==> src/rtl/writeback_unit_pkg.sv <==
// Shared processor types used by the writeback stage.
// Provides XLEN, register-number width, the load FIFO entry and the commit select.
package writeback_unit_pkg;

    localparam int XLEN  = 32;
    localparam int REG_W = 5;
    localparam int NREGS = 1 << REG_W;

    typedef logic [REG_W-1:0] reg_idx_t;
    typedef logic [XLEN-1:0]  xword_t;

    typedef struct packed {
        reg_idx_t rd;
        xword_t   data;
    } wb_entry_t;

    typedef enum logic [1:0] {
        SEL_NONE = 2'd0,
        SEL_ALU  = 2'd1,
        SEL_FIFO = 2'd2
    } wb_sel_e;

    function automatic logic [NREGS-1:0] reg_onehot(input reg_idx_t idx);
        logic [NREGS-1:0] v;
        v      = '0;
        v[idx] = 1'b1;
        return v;
    endfunction

endpackage

==> src/rtl/writeback_unit_fifo.sv <==
// Load-result FIFO: DEPTH entries of {rd, data}, power-of-two depth.
// Ports: clk, rst (sync, high), push/din, pop/dout, full, empty, count.
import writeback_unit_pkg::*;

module wb_fifo #(
    parameter int DEPTH = 4,
    localparam int AW   = $clog2(DEPTH),
    localparam int CW   = AW + 1
) (
    input  logic           clk,
    input  logic           rst,
    input  logic           push,
    input  wb_entry_t      din,
    input  logic           pop,
    output wb_entry_t      dout,
    output logic           full,
    output logic           empty,
    output logic [CW-1:0]  count
);

    wb_entry_t         mem [DEPTH];
    logic [AW-1:0]     wr_ptr;
    logic [AW-1:0]     rd_ptr;
    logic              do_push;
    logic              do_pop;

    assign full  = (count == CW'(DEPTH));
    assign empty = (count == '0);
    assign dout  = mem[rd_ptr];

    // Guard locally so a careless caller cannot corrupt the pointers.
    assign do_push = push && !full;
    assign do_pop  = pop && !empty;

    always_ff @(posedge clk) begin
        if (do_push) begin
            mem[wr_ptr] <= din;
        end
    end

    // Pointers wrap naturally because DEPTH is a power of two.
    always_ff @(posedge clk) begin
        if (rst) begin
            wr_ptr <= '0;
            rd_ptr <= '0;
            count  <= '0;
        end else begin
            if (do_push) begin
                wr_ptr <= wr_ptr + AW'(1);
            end
            if (do_pop) begin
                rd_ptr <= rd_ptr + AW'(1);
            end
            unique case ({do_push, do_pop})
                2'b10:   count <= count + CW'(1);
                2'b01:   count <= count - CW'(1);
                default: count <= count;
            endcase
        end
    end

endmodule

==> src/rtl/writeback_unit.sv <==
// Writeback stage: arbitrates ALU results against buffered load results,
// with a starvation guard, a pending-load scoreboard and a registered RF write port.
// Ports: alu_* (valid/ready/rd/data), mem_* (valid/ready/rd/data),
//        issue_mark/issue_rd, pending[31:0], rf_we/rf_dst/rf_wdata.
import writeback_unit_pkg::*;

module writeback_unit #(
    parameter int QDEPTH       = 4,
    parameter int STARVE_LIMIT = 3
) (
    input  logic             clk,
    input  logic             rst,
    input  logic             alu_valid,
    output logic             alu_ready,
    input  logic [REG_W-1:0] alu_rd,
    input  logic [XLEN-1:0]  alu_data,
    input  logic             mem_valid,
    output logic             mem_ready,
    input  logic [REG_W-1:0] mem_rd,
    input  logic [XLEN-1:0]  mem_data,
    input  logic             issue_mark,
    input  logic [REG_W-1:0] issue_rd,
    output logic [NREGS-1:0] pending,
    output logic             rf_we,
    output logic [REG_W-1:0] rf_dst,
    output logic [XLEN-1:0]  rf_wdata
);

    localparam int CW = $clog2(QDEPTH) + 1;
    localparam int SW = $clog2(STARVE_LIMIT + 1) + 1;

    wb_entry_t        push_entry;
    wb_entry_t        head;
    logic             fifo_push;
    logic             fifo_pop;
    logic             fifo_full;
    logic             fifo_empty;
    logic [CW-1:0]    fifo_count;

    logic [SW-1:0]    starve_cnt;
    logic             starve_grant;
    wb_sel_e          sel;

    reg_idx_t         commit_rd;
    xword_t           commit_data;
    logic             commit;

    logic [NREGS-1:0] pending_nxt;

    assign push_entry = '{rd: mem_rd, data: mem_data};

    // No acceptance while in reset, and none when full (no pass-through).
    assign mem_ready = !rst && !fifo_full;
    assign fifo_push = mem_valid && mem_ready;

    wb_fifo #(
        .DEPTH (QDEPTH)
    ) u_fifo (
        .clk   (clk),
        .rst   (rst),
        .push  (fifo_push),
        .din   (push_entry),
        .pop   (fifo_pop),
        .dout  (head),
        .full  (fifo_full),
        .empty (fifo_empty),
        .count (fifo_count)
    );

    assign starve_grant = !fifo_empty && (starve_cnt == SW'(STARVE_LIMIT));
    assign alu_ready    = rst || !starve_grant;

    // Priority: starved head, then ALU, then head when the ALU is idle.
    always_comb begin
        sel = SEL_NONE;
        if (rst) begin
            sel = SEL_NONE;
        end else if (starve_grant) begin
            sel = SEL_FIFO;
        end else if (alu_valid) begin
            sel = SEL_ALU;
        end else if (!fifo_empty) begin
            sel = SEL_FIFO;
        end
    end

    assign fifo_pop = (sel == SEL_FIFO);

    always_comb begin
        commit      = 1'b0;
        commit_rd   = '0;
        commit_data = '0;
        unique case (sel)
            SEL_ALU: begin
                commit      = 1'b1;
                commit_rd   = alu_rd;
                commit_data = alu_data;
            end
            SEL_FIFO: begin
                commit      = 1'b1;
                commit_rd   = head.rd;
                commit_data = head.data;
            end
            default: begin
                commit = 1'b0;
            end
        endcase
    end

    // Counts cycles a waiting head loses to the ALU.
    always_ff @(posedge clk) begin
        if (rst || fifo_empty || fifo_pop) begin
            starve_cnt <= '0;
        end else if (sel == SEL_ALU) begin
            starve_cnt <= starve_cnt + SW'(1);
        end
    end

    // A same-cycle set overrides the clear; x0 never pends.
    always_comb begin
        pending_nxt = pending;
        if (fifo_pop) begin
            pending_nxt = pending_nxt & ~reg_onehot(head.rd);
        end
        if (issue_mark && (issue_rd != '0)) begin
            pending_nxt = pending_nxt | reg_onehot(issue_rd);
        end
        pending_nxt[0] = 1'b0;
    end

    always_ff @(posedge clk) begin
        if (rst) begin
            pending <= '0;
        end else begin
            pending <= pending_nxt;
        end
    end

    // Writes to x0 are consumed but never reach the register file.
    always_ff @(posedge clk) begin
        if (rst) begin
            rf_we    <= 1'b0;
            rf_dst   <= '0;
            rf_wdata <= '0;
        end else begin
            rf_we <= commit && (commit_rd != '0);
            if (commit && (commit_rd != '0)) begin
                rf_dst   <= commit_rd;
                rf_wdata <= commit_data;
            end
        end
    end

    always_ff @(posedge clk) begin
        if (!rst) begin
            assert (fifo_full == (fifo_count == CW'(QDEPTH)))
            else $error("fifo count/full disagree");
        end
    end

endmodule

==> config.mk <==
export PLATFORM = sky130hd
export DESIGN_NAME = writeback_unit
export DESIGN_NICKNAME = d
export VERILOG_FILES = /design/src/rtl/writeback_unit_pkg.sv /design/src/rtl/writeback_unit_fifo.sv /design/src/rtl/writeback_unit.sv
export SDC_FILE = /design/constraint.sdc
export NUM_CORES = 1
export LEC_CHECK = 0
export ABC_CLOCK_PERIOD_IN_PS = 4600
export BUFFER_PORTS_ARGS = -buffer_cell sky130_fd_sc_hd__buf_4
export CAP_MARGIN = 20
export CORE_UTILIZATION = 31
export CTS_CLUSTER_SIZE = 25
export DETAILED_ROUTE_END_ITERATION = 10
export MAX_ROUTING_LAYER = met4
export PLACE_DENSITY_LB_ADDON = 0.3
export SLEW_MARGIN = 10
export SYNTH_ARGS = -nofsm -noshare
export SYNTH_HDL_FRONTEND = slang
export SYNTH_SLANG_ARGS = --single-unit
==> constraint.sdc <==
create_clock -name clk -period 4.6 [get_ports clk]
set_input_delay 0.92 -clock clk [delete_from_list [all_inputs] [get_ports clk]]
set_output_delay 0.92 -clock clk [all_outputs]
set_load 0.02 [all_outputs]
==> key figures <==
Outcome
  • Status: finished, final reports clean

Detailed routing
  • Drt drc: 0
  • Via count: 6027
  • Pre-Repair DR Iteration Count: 5
  • Detailed Route WL: 22500 um
  • ANT nets after route: 0
  • Via density: 4.86
  • WL/cell: 18.1 um
  • Iteration-0 DRC Markers: 475

Power
  • Pwr dens: 412 nW/um^2
  • Leakage power: 0.00413 uW
  • Peak supply drop: 0.272 mV

Synthesis
  • Mapped Cells: 689
  • Post-synthesis xor/xnor area fraction: 0.00572
  • Mux cell area share after synthesis: 0.0918
  • Number of synthesized flops with an enable pin: 148
  • Syn. warnings: 0
  • Mean Syn Cell Area: 13.3 um^2
  • Post-synth top area cell: edfxtp_1
  • Yosys top cell area share: 0.484
  • Most frequent cells after synthesis: edfxtp_1, nand2_1, dfxtp_1
  • Fraction of the mapped netlist area in simple logic gates: 0.0888
  • Synth Area in Compound Gates: 0.112
  • Primary FF master, synth: edfxtp_1
  • Cell Area, Synth: 9190 um^2
  • Most frequent cell after synthesis: edfxtp_1
  • Fraction of registers with async set or reset after synthesis: 0
  • Post-synthesis adder-cell area fraction: 0.0144
  • Seq/Total Area, Yosys: 0.660
  • Syn Nets: 783
  • Post-synthesis register bit count: 229
  • Netlist cell types: 42
  • Largest cells by area after synthesis: edfxtp_1, dfxtp_1, mux4_2
  • Largest family of logic cells by synthesized area: compound AO/OA/AOI/OAI gates

Timing
  • Setup_tns: 0 ps
  • Unrepaired setup endpoints after global routing: no
  • Setup violations, final: 0
  • Pins Over Slew Limit: 0
  • Final Hold Viols: 0
  • FMAX: 322 MHz
  • Worst Skew: 21.3 ps
  • Clock period minus worst slack: 3100 ps
  • Slew HR: 0.305
  • Worst Tran Pin Value: 1040 ps
  • Crit share post-route: 0.675

Clocking
  • Skew-Pair Late Insertion Delay: 530 ps
  • Post-CTS Hold Buffers: 0
  • Post-CTS resize count: 0
  • Setup bufs post-CTS: 0
  • Max H-tree Level: 1
  • CTS max path bufs: 3
  • Cts bufs inserted: 26
  • CTS sink count: 229
  • Clock-pin transition on the worst setup and hold timing paths: 60 ps
  • CTS tree: yes
  • CTS root buf: clkbuf_16

Worst setup path
  • CP startpoint kind: input pin
  • Req. time, crit path: 4970 ps
  • Worst reg-to-reg path cell count: 6
  • Reg2Reg Setup Slack: 1530 ps
  • Worst-path maximum fanout: 23
  • CP Class: in2reg
  • CP Data Arrival Time: 3470 ps
  • Setup crit end kind: flip-flop
  • FF-to-FF End: rf_wdata[26]

Placed design
  • Placed cell count: 1190
  • GP Congestion: 0.752
  • Dpl hpwl: 14600 um
  • Port Buffers: 154

Floorplanning
  • Rows: 62
  • Initial cell density of the core: 0.318
  • DIE HEIGHT: 174 um
  • Die area: 30300 um^2
  • Core area: 28900 um^2
  • DIE WIDTH: 174 um
  • I/O Pins: 156

Cells and area
  • Share of layout cells above drive strength 1: 0.306
  • Post-Layout Cell Count: 1241
  • Final #Nets: 929
  • Area Growth Syn to Fin: 26.3%

Min path
  • Hold Crit Class: reg2reg
  • Worst Hold Path EP: pending[7]
  • Min-delay src: pending[7]
  • Hold Path Depth: 2

Global route
  • Total Routing Usage GR: 0.151
  • Total congestion overflow: 0
  • Pin count of the biggest net entering global routing: 70
  • Number of global-route vias before repair: 5948
  • GRT met3 Usage: 0.0365
  • Met2 Resource Use GR: 0.225
  • Met1 usage: 0.206
  • First-pass GRT wire length: 34100 um
  • Grt peak-use layer: met2
  • Initial antenna violation count: 2

Run
  • Max-Cap Viols: 0
==> critical path, cell delays in order <==
cell     delay [ps]
buf_4           170
nor2_1          140
o21ai_0         140
inv_1            90
ha_2            530
buf_4           400
o31ai_4         140
a21oi_4         410
buf_4           390
o32ai_2         110
==> how the worst max path moves through the flow <==
| stage | slack, ps | from | cells after the start | end |
|---|---|---|---|---|
| 3_5_place_dp | 960 | rst | 10 | rf_dst[4] |
| 2_1_floorplan | 1090 | rst | 13 | u_fifo.count[2] |
| 6_report | 1500 | rst | 10 | rf_dst[4] |
| 3_3_place_gp | 1030 | rst | 10 | rf_dst[4] |
| 5_1_grt | 1290 | flip-flop | 6 | rf_wdata[21] |
| 4_1_cts | 1430 | flip-flop | 6 | rf_wdata[26] |
==> sequential cells by signal, indices dropped and copies added, names as in the netlist, named ones only <==
name	flops
u_fifo.wr_ptr	2
rf_wdata	32
u_fifo.mem	148
rf_we	1
starve_cnt	3
u_fifo.count	3
rf_dst	5
pending	31
u_fifo.rd_ptr	2
==> final cells by class <==
class,count,area [um^2]
fillers,2703,17300
flip-flops and latches,229,6070
multi-input cells,404,2910
repair buffers,161,1220
clock buffers,29,672
well taps,384,480
clock inverters,19,191
inverters,13,48.8
diodes,2,5.00
==> power breakdown <==
part,switching (uW),internal (uW)
sequential,35.2,2270
combinational,237,182
clock,836,1230
total,1110,3670
==> metrics by stage <==
step           utilization  setup slack (ps)  hold WS [ps]  area [um^2]  total power [uW]
6_report             0.401              1500           478        11600              4780
3_3_place_gp         0.370              1030           465        10700              2760
3_5_place_dp         0.370               959           470        10700              2770
2_1_floorplan            -              1090           456         9190              2570
5_1_grt              0.401              1290           503        11600              4950
4_1_cts              0.400              1430           482        11600              4830
==> cells in the final DEF, fill, tap and decap left out, drive strengths merged, types with 2 or more instances in the layout <==
cell      netlist  final
buf            15    161
edfxtp        148    148
nand2         106    106
dfxtp          81     81
nor2           53     53
a21oi          41     41
mux4           37     37
o21ai          36     36
o22a           32     32
o22ai          31     31
clkbuf         28     29
inv            13     14
clkinv          0     12
ha              9      9
nor2b           5      5
or3             5      5
nor3            4      4
and3            4      4
nand2b          4      4
and2            3      3
a211oi          3      3
nand3b          3      3
or2             3      3
nand3           3      3
xor2            3      3
a22oi           3      3
o32ai           3      3
xnor2           3      3
clkinvlp        0      3
bufinv          0      3
diode           0      2
a31oi           2      2
o31ai           2      2
==> cell families after synthesis <==
group	Yosys count
flops	229
buf+inv	56
mux	38
other cells	1
compound gates	155
xor+xnor	6
simple gates	194
fa+ha+maj	10
==> routing by layer <==
layer	part of all wire	wire, um
met1	0.47	10600
met2	0.45	10100
met3	0.066	1490
met4	0.016	357
met5	0	0
No activity file was read; power rests on OpenSTA's default activity.
